`src/rtl/rca_writeback_sequencer_pkg.sv`:
```
// Shared types and default sizing for the RCA writeback return path.
// Optional feature macro: RCA_WB_DUP_SUPPRESS_EN (see rca_writeback_sequencer.sv).
package rca_writeback_sequencer_pkg;

   localparam int RCA_XLEN            = 32;
   localparam int RCA_NUM_WRITE_PORTS = 2;
   localparam int RCA_MAX_IDS         = 4;
   localparam int RCA_ID_W            = $clog2(RCA_MAX_IDS);

   typedef logic [RCA_ID_W-1:0] id_t;

   typedef struct packed {
      id_t                 id;
      logic [4:0]          rd_addr;
      logic [RCA_XLEN-1:0] data;
      logic                we;
      logic                last;
   } rca_wb_packet_t;

   typedef enum logic {
      RCA_WB_IDLE  = 1'b0,
      RCA_WB_DRAIN = 1'b1
   } rca_wb_state_t;

endpackage

```
`src/rtl/rca_writeback_sequencer_port_select.sv`:
```
// Lowest-set-bit priority encoder over the pending write ports.
// one_left flags that exactly one pending bit remains.
module rca_writeback_sequencer_port_select
   import rca_writeback_sequencer_pkg::*;
#(
   parameter int N  = RCA_NUM_WRITE_PORTS,
   parameter int PW = (N > 1) ? $clog2(N) : 1
) (
   input  logic [N-1:0]  pending_i,
   output logic [PW-1:0] index_o,
   output logic          found_o,
   output logic          one_left_o
);

   // Scan from the top down so the lowest set bit is the last one written.
   always_comb begin
      index_o = '0;
      found_o = 1'b0;
      for (int p = N - 1; p >= 0; p--) begin
         if (pending_i[p]) begin
            index_o = PW'(p);
            found_o = 1'b1;
         end
      end
      one_left_o = (pending_i != '0) && ((pending_i & (pending_i - 1'b1)) == '0);
   end

endmodule

```
`src/rtl/rca_writeback_sequencer.sv`:
```
// Serializes the result words of one completed RCA operation onto the single
// writeback port, tagged with the instruction id.
// Optional feature macro: RCA_WB_DUP_SUPPRESS_EN -- when defined, a pending
// port whose rd matches a higher-index pending port is dropped at capture.
//
// state        | meaning
// RCA_WB_IDLE  | ready to accept a completed operation
// RCA_WB_DRAIN | emitting beats of the held operation
module rca_writeback_sequencer
   import rca_writeback_sequencer_pkg::*;
#(
   parameter int XLEN            = RCA_XLEN,
   parameter int NUM_WRITE_PORTS = RCA_NUM_WRITE_PORTS,
   parameter int ID_W            = RCA_ID_W
) (
   input  logic                         clk,
   input  logic                         rst_n,
   input  logic                         rca_done_valid,
   output logic                         rca_done_ready,
   input  logic [ID_W-1:0]              rca_id,
   input  logic [NUM_WRITE_PORTS*XLEN-1:0] rca_results,
   input  logic [NUM_WRITE_PORTS-1:0]   rca_result_mask,
   input  logic [5*NUM_WRITE_PORTS-1:0] rca_dest_reg_addrs,
   output logic                         wb_valid,
   input  logic                         wb_ack,
   output logic [ID_W-1:0]              wb_id,
   output logic [4:0]                   wb_rd_addr,
   output logic [XLEN-1:0]              wb_data,
   output logic                         wb_we,
   output logic                         wb_last,
   output logic                         busy
);

   localparam int N  = NUM_WRITE_PORTS;
   localparam int PW = (N > 1) ? $clog2(N) : 1;

   rca_wb_state_t        state_q, state_d;
   logic [ID_W-1:0]      id_q;
   logic [N*XLEN-1:0]    results_q;
   logic [5*N-1:0]       dest_q;
   logic [N-1:0]         pending_q, pending_d;
   logic [N-1:0]         base_pending, cap_pending;
   logic                 accept, beat_done, beat_last;
   logic [PW-1:0]        sel_idx;
   logic                 sel_found, sel_one_left;
   logic [4:0]           sel_rd;
   logic [XLEN-1:0]      sel_data;

   rca_writeback_sequencer_port_select #(.N(N), .PW(PW)) u_port_select (
      .pending_i  (pending_q),
      .index_o    (sel_idx),
      .found_o    (sel_found),
      .one_left_o (sel_one_left)
   );

   assign accept    = rca_done_valid && (state_q == RCA_WB_IDLE);
   assign beat_last = sel_found ? sel_one_left : 1'b1;
   assign beat_done = (state_q == RCA_WB_DRAIN) && wb_ack;

   // Ports that will actually write: masked in, not targeting x0, and
   // optionally not shadowed by a later port writing the same rd.
   always_comb begin
      base_pending = '0;
      for (int p = 0; p < N; p++) begin
         base_pending[p] = rca_result_mask[p] && (rca_dest_reg_addrs[p*5 +: 5] != 5'd0);
      end
      cap_pending = base_pending;
`ifdef RCA_WB_DUP_SUPPRESS_EN
      for (int p = 0; p < N; p++) begin
         for (int q = p + 1; q < N; q++) begin
            if (base_pending[p] && base_pending[q] &&
                (rca_dest_reg_addrs[q*5 +: 5] == rca_dest_reg_addrs[p*5 +: 5])) begin
               cap_pending[p] = 1'b0;
            end
         end
      end
`endif
   end

   // Mux the selected port's rd/data and retire its pending bit on ack.
   always_comb begin
      sel_rd    = '0;
      sel_data  = '0;
      pending_d = pending_q;
      for (int p = 0; p < N; p++) begin
         if (sel_found && (sel_idx == PW'(p))) begin
            sel_rd       = dest_q[p*5 +: 5];
            sel_data     = results_q[p*XLEN +: XLEN];
            pending_d[p] = 1'b0;
         end
      end
   end

   // State register.
   always_ff @(posedge clk or negedge rst_n) begin
      if (!rst_n) state_q <= RCA_WB_IDLE;
      else        state_q <= state_d;
   end

   // Next-state: accept from IDLE, leave DRAIN on the acked last beat.
   always_comb begin
      state_d = state_q;
      case (state_q)
         RCA_WB_IDLE:  if (accept) state_d = RCA_WB_DRAIN;
         RCA_WB_DRAIN: if (wb_ack && beat_last) state_d = RCA_WB_IDLE;
         default:      state_d = RCA_WB_IDLE;
      endcase
   end

   // Capture registers load only on accept; pending bits drain on ack.
   always_ff @(posedge clk or negedge rst_n) begin
      if (!rst_n) begin
         id_q      <= '0;
         results_q <= '0;
         dest_q    <= '0;
         pending_q <= '0;
      end else if (accept) begin
         id_q      <= rca_id;
         results_q <= rca_results;
         dest_q    <= rca_dest_reg_addrs;
         pending_q <= cap_pending;
      end else if (beat_done) begin
         pending_q <= pending_d;
      end
   end

   // Outputs decoded from state; an empty pending set gives a retire-only beat.
   always_comb begin
      rca_done_ready = 1'b0;
      busy           = 1'b0;
      wb_valid       = 1'b0;
      wb_we          = 1'b0;
      wb_last        = 1'b0;
      wb_id          = '0;
      wb_rd_addr     = '0;
      wb_data        = '0;
      case (state_q)
         RCA_WB_IDLE: rca_done_ready = 1'b1;
         RCA_WB_DRAIN: begin
            busy     = 1'b1;
            wb_valid = 1'b1;
            wb_id    = id_q;
            wb_last  = beat_last;
            if (sel_found) begin
               wb_we      = 1'b1;
               wb_rd_addr = sel_rd;
               wb_data    = sel_data;
            end
         end
         default: rca_done_ready = 1'b0;
      endcase
   end

endmodule

```
`config.mk`:
```
export PLATFORM = sky130hd
export DESIGN_NAME = rca_writeback_sequencer
export DESIGN_NICKNAME = d
export VERILOG_FILES = /design/src/rtl/rca_writeback_sequencer_pkg.sv /design/src/rtl/rca_writeback_sequencer_port_select.sv /design/src/rtl/rca_writeback_sequencer.sv
export SDC_FILE = /design/constraint.sdc
export NUM_CORES = 1
export LEC_CHECK = 0
export CORE_MARGIN = 3
export CORE_UTILIZATION = 30
export CTS_CLUSTER_SIZE = 16
export DETAILED_ROUTE_END_ITERATION = 8
export SLEW_MARGIN = 10
export SYNTH_ARGS = -nofsm -noshare
export SYNTH_HDL_FRONTEND = slang
export SYNTH_HIERARCHICAL = 1
export SYNTH_SLANG_ARGS = --single-unit
```
`constraint.sdc`:
```
create_clock -name clk -period 1.64 [get_ports clk]
set_clock_uncertainty 0.05 [all_clocks]
set_input_delay 0.246 -clock clk [delete_from_list [all_inputs] [get_ports clk]]
set_output_delay 0.246 -clock clk [all_outputs]
set_load 0.01 [all_outputs]
```
======== After elaboration in Yosys (flattened, before gate mapping) ========
Cells that the tools add are included.
word-level totals
  bits in registers ....................... 79
  output and inout port bits .............. 44
operators by class
  add/subtract/negate cells ............... 1
  muxes and demuxes ....................... 25
  bitwise logic cells ..................... 3
  reduce and logical (&&, ||, !) cells .... 17
operators by type and width
  operator                                                            count
  32-bit two-way mux                                                  4
  5-bit two-way mux                                                   4
  1-bit two-way mux                                                   13
  5-bit nonzero test                                                  2
  1-bit logical AND                                                   8
  2-bit nonzero test                                                  4
  2-bit two-way mux                                                   3
  2-bit AND reduction                                                 2
  2-bit AND                                                           1
  2-bit logical NOT                                                   1
  1-bit inverter                                                      2
  1-bit case mux with 2 select lines                                  1
  2-bit by 1-bit subtractor with 2-bit output, second input constant  1

======== Longest topological paths before layout ========
  depth in word-level cells ............... 8
  mapped depth ............................ 7
  mapped depth without buffers ............ 6

======== By module ========
The synthesis kept the hierarchy.
by module, submodules not included
  module                               instances  cells an instance  area each (µm²)  seq. area each (µm²)
  rca_writeback_sequencer              1          268                3953.8           1976.9
  rca_writeback_sequencer_port_select  1          5                  36.3             0.0

======== Least setup slack after synthesis ========
OpenSTA, ideal clock, no wires.
  path type ............................... reg2out
  from .................................... register pending_q[0]
  to ...................................... output port wb_data[25]
  arrival time ............................ 1315 ps
  data required time ...................... 1344 ps
  slack ................................... 29 ps
  stages on the path, launching flop included .. 8
  cells stage by stage .................... dfrtp_1 inv_1 ha_1 clkbuf_1 buf_4 buf_4 mux2i_1 nor2_1
on the way
  cells in the longest elaborated chain, start to end .. 7
RTL lines
  what                    line                                       text
  from (decl)             rca_writeback_sequencer.sv:41              logic [N-1:0] pending_q, pending_d;
  from (signal assigned)  rca_writeback_sequencer.sv:121             pending_q <= cap_pending;
  from (signal assigned)  rca_writeback_sequencer.sv:123             pending_q <= pending_d;
  1-bit two-way mux *     rca_writeback_sequencer_port_select.sv:20  if (pending_i[p]) begin
  net sel_idx             rca_writeback_sequencer.sv:44              logic [PW-1:0] sel_idx;
  1-bit inverter          rca_writeback_sequencer.sv:86              if (sel_found && (sel_idx == PW'(p))) begin
  1-bit logical AND       rca_writeback_sequencer.sv:86
  32-bit two-way mux      rca_writeback_sequencer.sv:86
  32-bit two-way mux *    rca_writeback_sequencer.sv:86
  32-bit two-way mux *    rca_writeback_sequencer.sv:144             if (sel_found) begin
  32-bit two-way mux *    rca_writeback_sequencer.sv:137             case (state_q)
  to (decl)               rca_writeback_sequencer.sv:28              output logic [XLEN-1:0] wb_data,
The timed path passes the listed nets; every way through them passes the cells marked *.

======== Worst setup path after layout ========
  from .................................... register pending_q[1]
  to ...................................... output port wb_data[16]
on the way
  cells in the longest elaborated chain, start to end .. 8
RTL lines
  what                              line
  1-bit two-way mux * (2 in a row)  rca_writeback_sequencer_port_select.sv:20
  net sel_idx                       rca_writeback_sequencer.sv:44
  1-bit inverter                    rca_writeback_sequencer.sv:86
  1-bit logical AND                 rca_writeback_sequencer.sv:86
  32-bit two-way mux                rca_writeback_sequencer.sv:86
  32-bit two-way mux *              rca_writeback_sequencer.sv:86
  32-bit two-way mux *              rca_writeback_sequencer.sv:144
  32-bit two-way mux *              rca_writeback_sequencer.sv:137
Marks and branches as above.

==> results.txt <==
- Path type of the worst setup path: reg -> out
- In the post-route analysis, the smallest setup slack over all paths is -359 ps.
- The die covers 14,700 sq um.
* Leak Pwr: 2.79 nW
- Number of vias per cell after detailed routing: 4.38
- Detailed placement ended at an HPWL of 6500 um.
- Reg-to-reg startpoint: state_q$_DFF_PN0_
- Share of final-layout standard cells stronger than drive strength 1: 42.6%
- Final-layout fill cell count: 1,180
- Worst setup path endpoint: wb_data[16]
- The synthesized netlist contains 19 unique library cells.
* Netlist area before placement: 3990 sq um
- The final hold violation count is 0.
- In the final routed layout, each cell accounts on average for 16.5 um.
* Root buffer cell: sky130_fd_sc_hd__clkbuf_16
- Reg2Reg Capture Point: results_q[49]$_DFFE_PN0P_
- Antenna Diode Count: 0
- For this configuration, the core starts out at a cell density of 31.1%.
- Setup TNS: -10,080 ps
* Tightest Hold Check Type: in -> async
- After the last flow step, the layout net total stands at 521.
- Final weighted congestion in routability-driven placement: 0.771
- The largest total area in the synthesized netlist belongs to sky130_fd_sc_hd__dfrtp_1.
* Logic gate share of total power: 52.4%
- Sequential cells were found to cover 49.5% of the synthesized design area.
* Number of standard cells after synthesis: 273
- The worst register-to-register path has a depth of 5.
- Headroom to the max-slew limit came out at 71.2%.
- First-pass GRT wire length: 15,900 um
- The library cells used most frequently in the layout, excluding fill and tap cells, are 80 x sky130_fd_sc_hd__clkdlybuf4s50_1, 79 x sky130_fd_sc_hd__dfrtp_1, 76 x sky130_fd_sc_hd__mux2_4.
- For this block, the initial DRC count from the detailed router was 104.
- Min Tclk post-route: 2000 ps
- Clock latency at the later pin of the worst-skew pair: 330 ps
* Final number of max-transition violations: 0
- DRC violation count after routing: 0
- Startpoint type of the worst setup path: flip-flop
- The die is 121 um tall.
* Pin count of the biggest net entering global routing: 80
* Total via count in the routed design: 2,687
- The final reports fail on negative setup slack.
- Routed Wire Length: 10,100 um
- Dividing the final minimum period by the clock period gives 122%.
- The placed instances occupy a cell area of 5620 sq um.
* Avg Cell Area, Syn: 14.6 sq um
* Clock transition at the register clock pins on the worst setup and hold paths after CTS: 60 ps
* Setup repair after global routing missed its margin: true
- The flow ran to the end, but the final reports show violations.
- The clock tree synthesis step divided the H-tree into 3 levels.
- Most common cell after layout, fill and taps aside: sky130_fd_sc_hd__clkdlybuf4s50_1
* Number of sinks handled by clock tree synthesis: 79
- By area the synthesized netlist is led by sky130_fd_sc_hd__dfrtp_1 50%, sky130_fd_sc_hd__mux2_4 29%, sky130_fd_sc_hd__mux2i_1 9.3%, sky130_fd_sc_hd__nor2_1 3.6%, sky130_fd_sc_hd__buf_12 3.5%.
- The initial antenna violation count came to 0.
* Relative area change from synthesis to final layout: 52.6%
* Core Rows: 41
- Worst-path fanout max: 5
- Top achievable clock speed: 500 MHz
* Clock power share: 18.3%
* Switch share: 31.4%
* Die Wd: 121 um
- The number of nets in the synthesized netlist is 357.
- In this run the deepest clock path goes through 2 buffers.
* Routed Antenna Nets: 0
- 126 I/O pins were placed.
- During synthesis, Yosys emitted a total of 6 warnings.
- Final standard cell area without fillers: 6090 sq um
- For the pin with the worst max-slew slack, the measured transition is 432 ps.
* TritonCTS buffer count: 9
* All-Layer GR Usage: 14.0%
- Pre-CTS setup slack: -357 ps
* Start point of the critical path: pending_q[1]$_DFFE_PN0P_
- The worst-case IR drop observed on VDD is 0.868 mV.
- Overall power consumption after layout is estimated at 12.1 mW.
- After global routing the overflow that remains totals 0.
* Relative contribution of sequential cells to total power: 29.2%
* Area share of the largest cell type after synthesis: 49.5%
- Worst EP arrival: 1700 ps
- Reported net switching power: 3.81 mW
- After synthesis the netlist holds a flip-flop and latch count of 79.
- Max-cap violations in this run came to 0.
- Nature of the critical path endpoint: output pin
* Input/output buffers: 125
- Internal portion of total power: 8.30 mW
- Across all register-to-register paths, the minimum setup slack is 120 ps.
* WP data required: 1340 ps
- Core area: 12,800 sq um
- Setup violations remaining at the end of the flow were counted as 39.
- The number of global-route vias before repair is 2,958.
- Before antenna repair, the detailed router went through 3 iterations.
- Pwr dens: 1990 nW/um^2
* CTS tree: yes
logic make-up after synthesis:
| logic type | after synthesis | share of synthesized area [%] |
|---|---|---|
| buf+inv | 26 | 6.11 |
| fa+ha+maj | 2 | 0.627 |
| compound gates | 8 | 1.13 |
| simple gates | 45 | 4.70 |
| flops | 79 | 49.5 |
| mux | 113 | 37.9 |
synthesized netlist by cell type (all sizes together):
cell / count
a21oi: 2
and2: 2
buf: 17
clkbuf: 2
dfrtp: 79
ha: 2
inv: 7
mux2: 76
mux2i: 37
nand2: 1
nand3: 1
nor2: 38
nor2b: 1
o211ai: 2
o21ai: 4
or4: 2
registers in the layout, indices dropped and copies added, names as in the netlist:
register,cells
id_q,2
dest_q,10
state_q,1
pending_q,2
results_q,64
repair_timing:
item                                    in CTS  in global routing
cloned                                       4                  1
hold buffers                                 1                  0
pin swaps                                    2                  7
gates resized for setup                    178                 17
endpoints found under the setup margin      44                 75
buffers inserted                             8                  5
endpoints found under the hold margin       79                  0
final cells by class:
cell class                      instances  area (sq um)  area share [%]
Sequential cell                        79          1980            32.5
Multi-Input combinational cell        168          1840            30.2
Timing Repair Buffer                  172          1700            27.9
Clock buffer                           11           233            3.82
Tap cell                              172           215            3.53
Clock inverter                          4          95.1            1.56
Inverter                                7          28.8           0.473
worst max-delay path: stages (launching register included):
cell and delay (ps):
sky130_fd_sc_hd__dfrtp_1 390, sky130_fd_sc_hd__buf_6 130, sky130_fd_sc_hd__ha_4 190, sky130_fd_sc_hd__buf_12 140
sky130_fd_sc_hd__buf_16 140, sky130_fd_sc_hd__mux2i_1 120, sky130_fd_sc_hd__nor2_1 120, sky130_fd_sc_hd__buf_2 150
how the worst min path moves through the flow:
stage,startpoint,end,slack [ps],depth (start not counted)
after floorplan,rst_n,dest_q[0]$_DFFE_PN0P_,-100,0
after global placement,rst_n,results_q[50]$_DFFE_PN0P_,260,2
after detailed placement,rst_n,results_q[21]$_DFFE_PN0P_,270,2
after CTS,wb_ack,state_q$_DFF_PN0_,440,2
after global routing,rca_results[62],results_q[62]$_DFFE_PN0P_,460,2
final,rst_n,results_q[53]$_DFFE_PN0P_,460,3
routing by layer:
metal	GRT usage [%]	vias up	part of all wire, %
li1	-	1268	-
met2	21.7	76	49
met5	0	-	0
met3	3.68	6	4.5
met1	19.5	1337	46
met4	3.78	0	0.69
per-stage QoR:
| step | utilization [%] | cells | hold WS [ps] |
|---|---|---|---|
| floorplan | - | 273 | -99.6 |
| global placement | 43.8 | 581 | 257 |
| detailed placement | 43.8 | 581 | 267 |
| CTS | 46.7 | 609 | 444 |
| global route | 47.5 | 613 | 462 |
| finish | 47.5 | 613 | 457 |
power groups by stage:
stage | logic, mW | clock network (mW) | registers (mW)
global placement | 5.90 | 0 | 3.50
finish | 6.35 | 2.22 | 3.54
global route | 6.84 | 2.38 | 3.66
floorplan | 3.69 | 0 | 3.38
CTS | 6.19 | 2.29 | 3.52
detailed placement | 5.96 | 0 | 3.51
(Power assumes the default switching activity.)
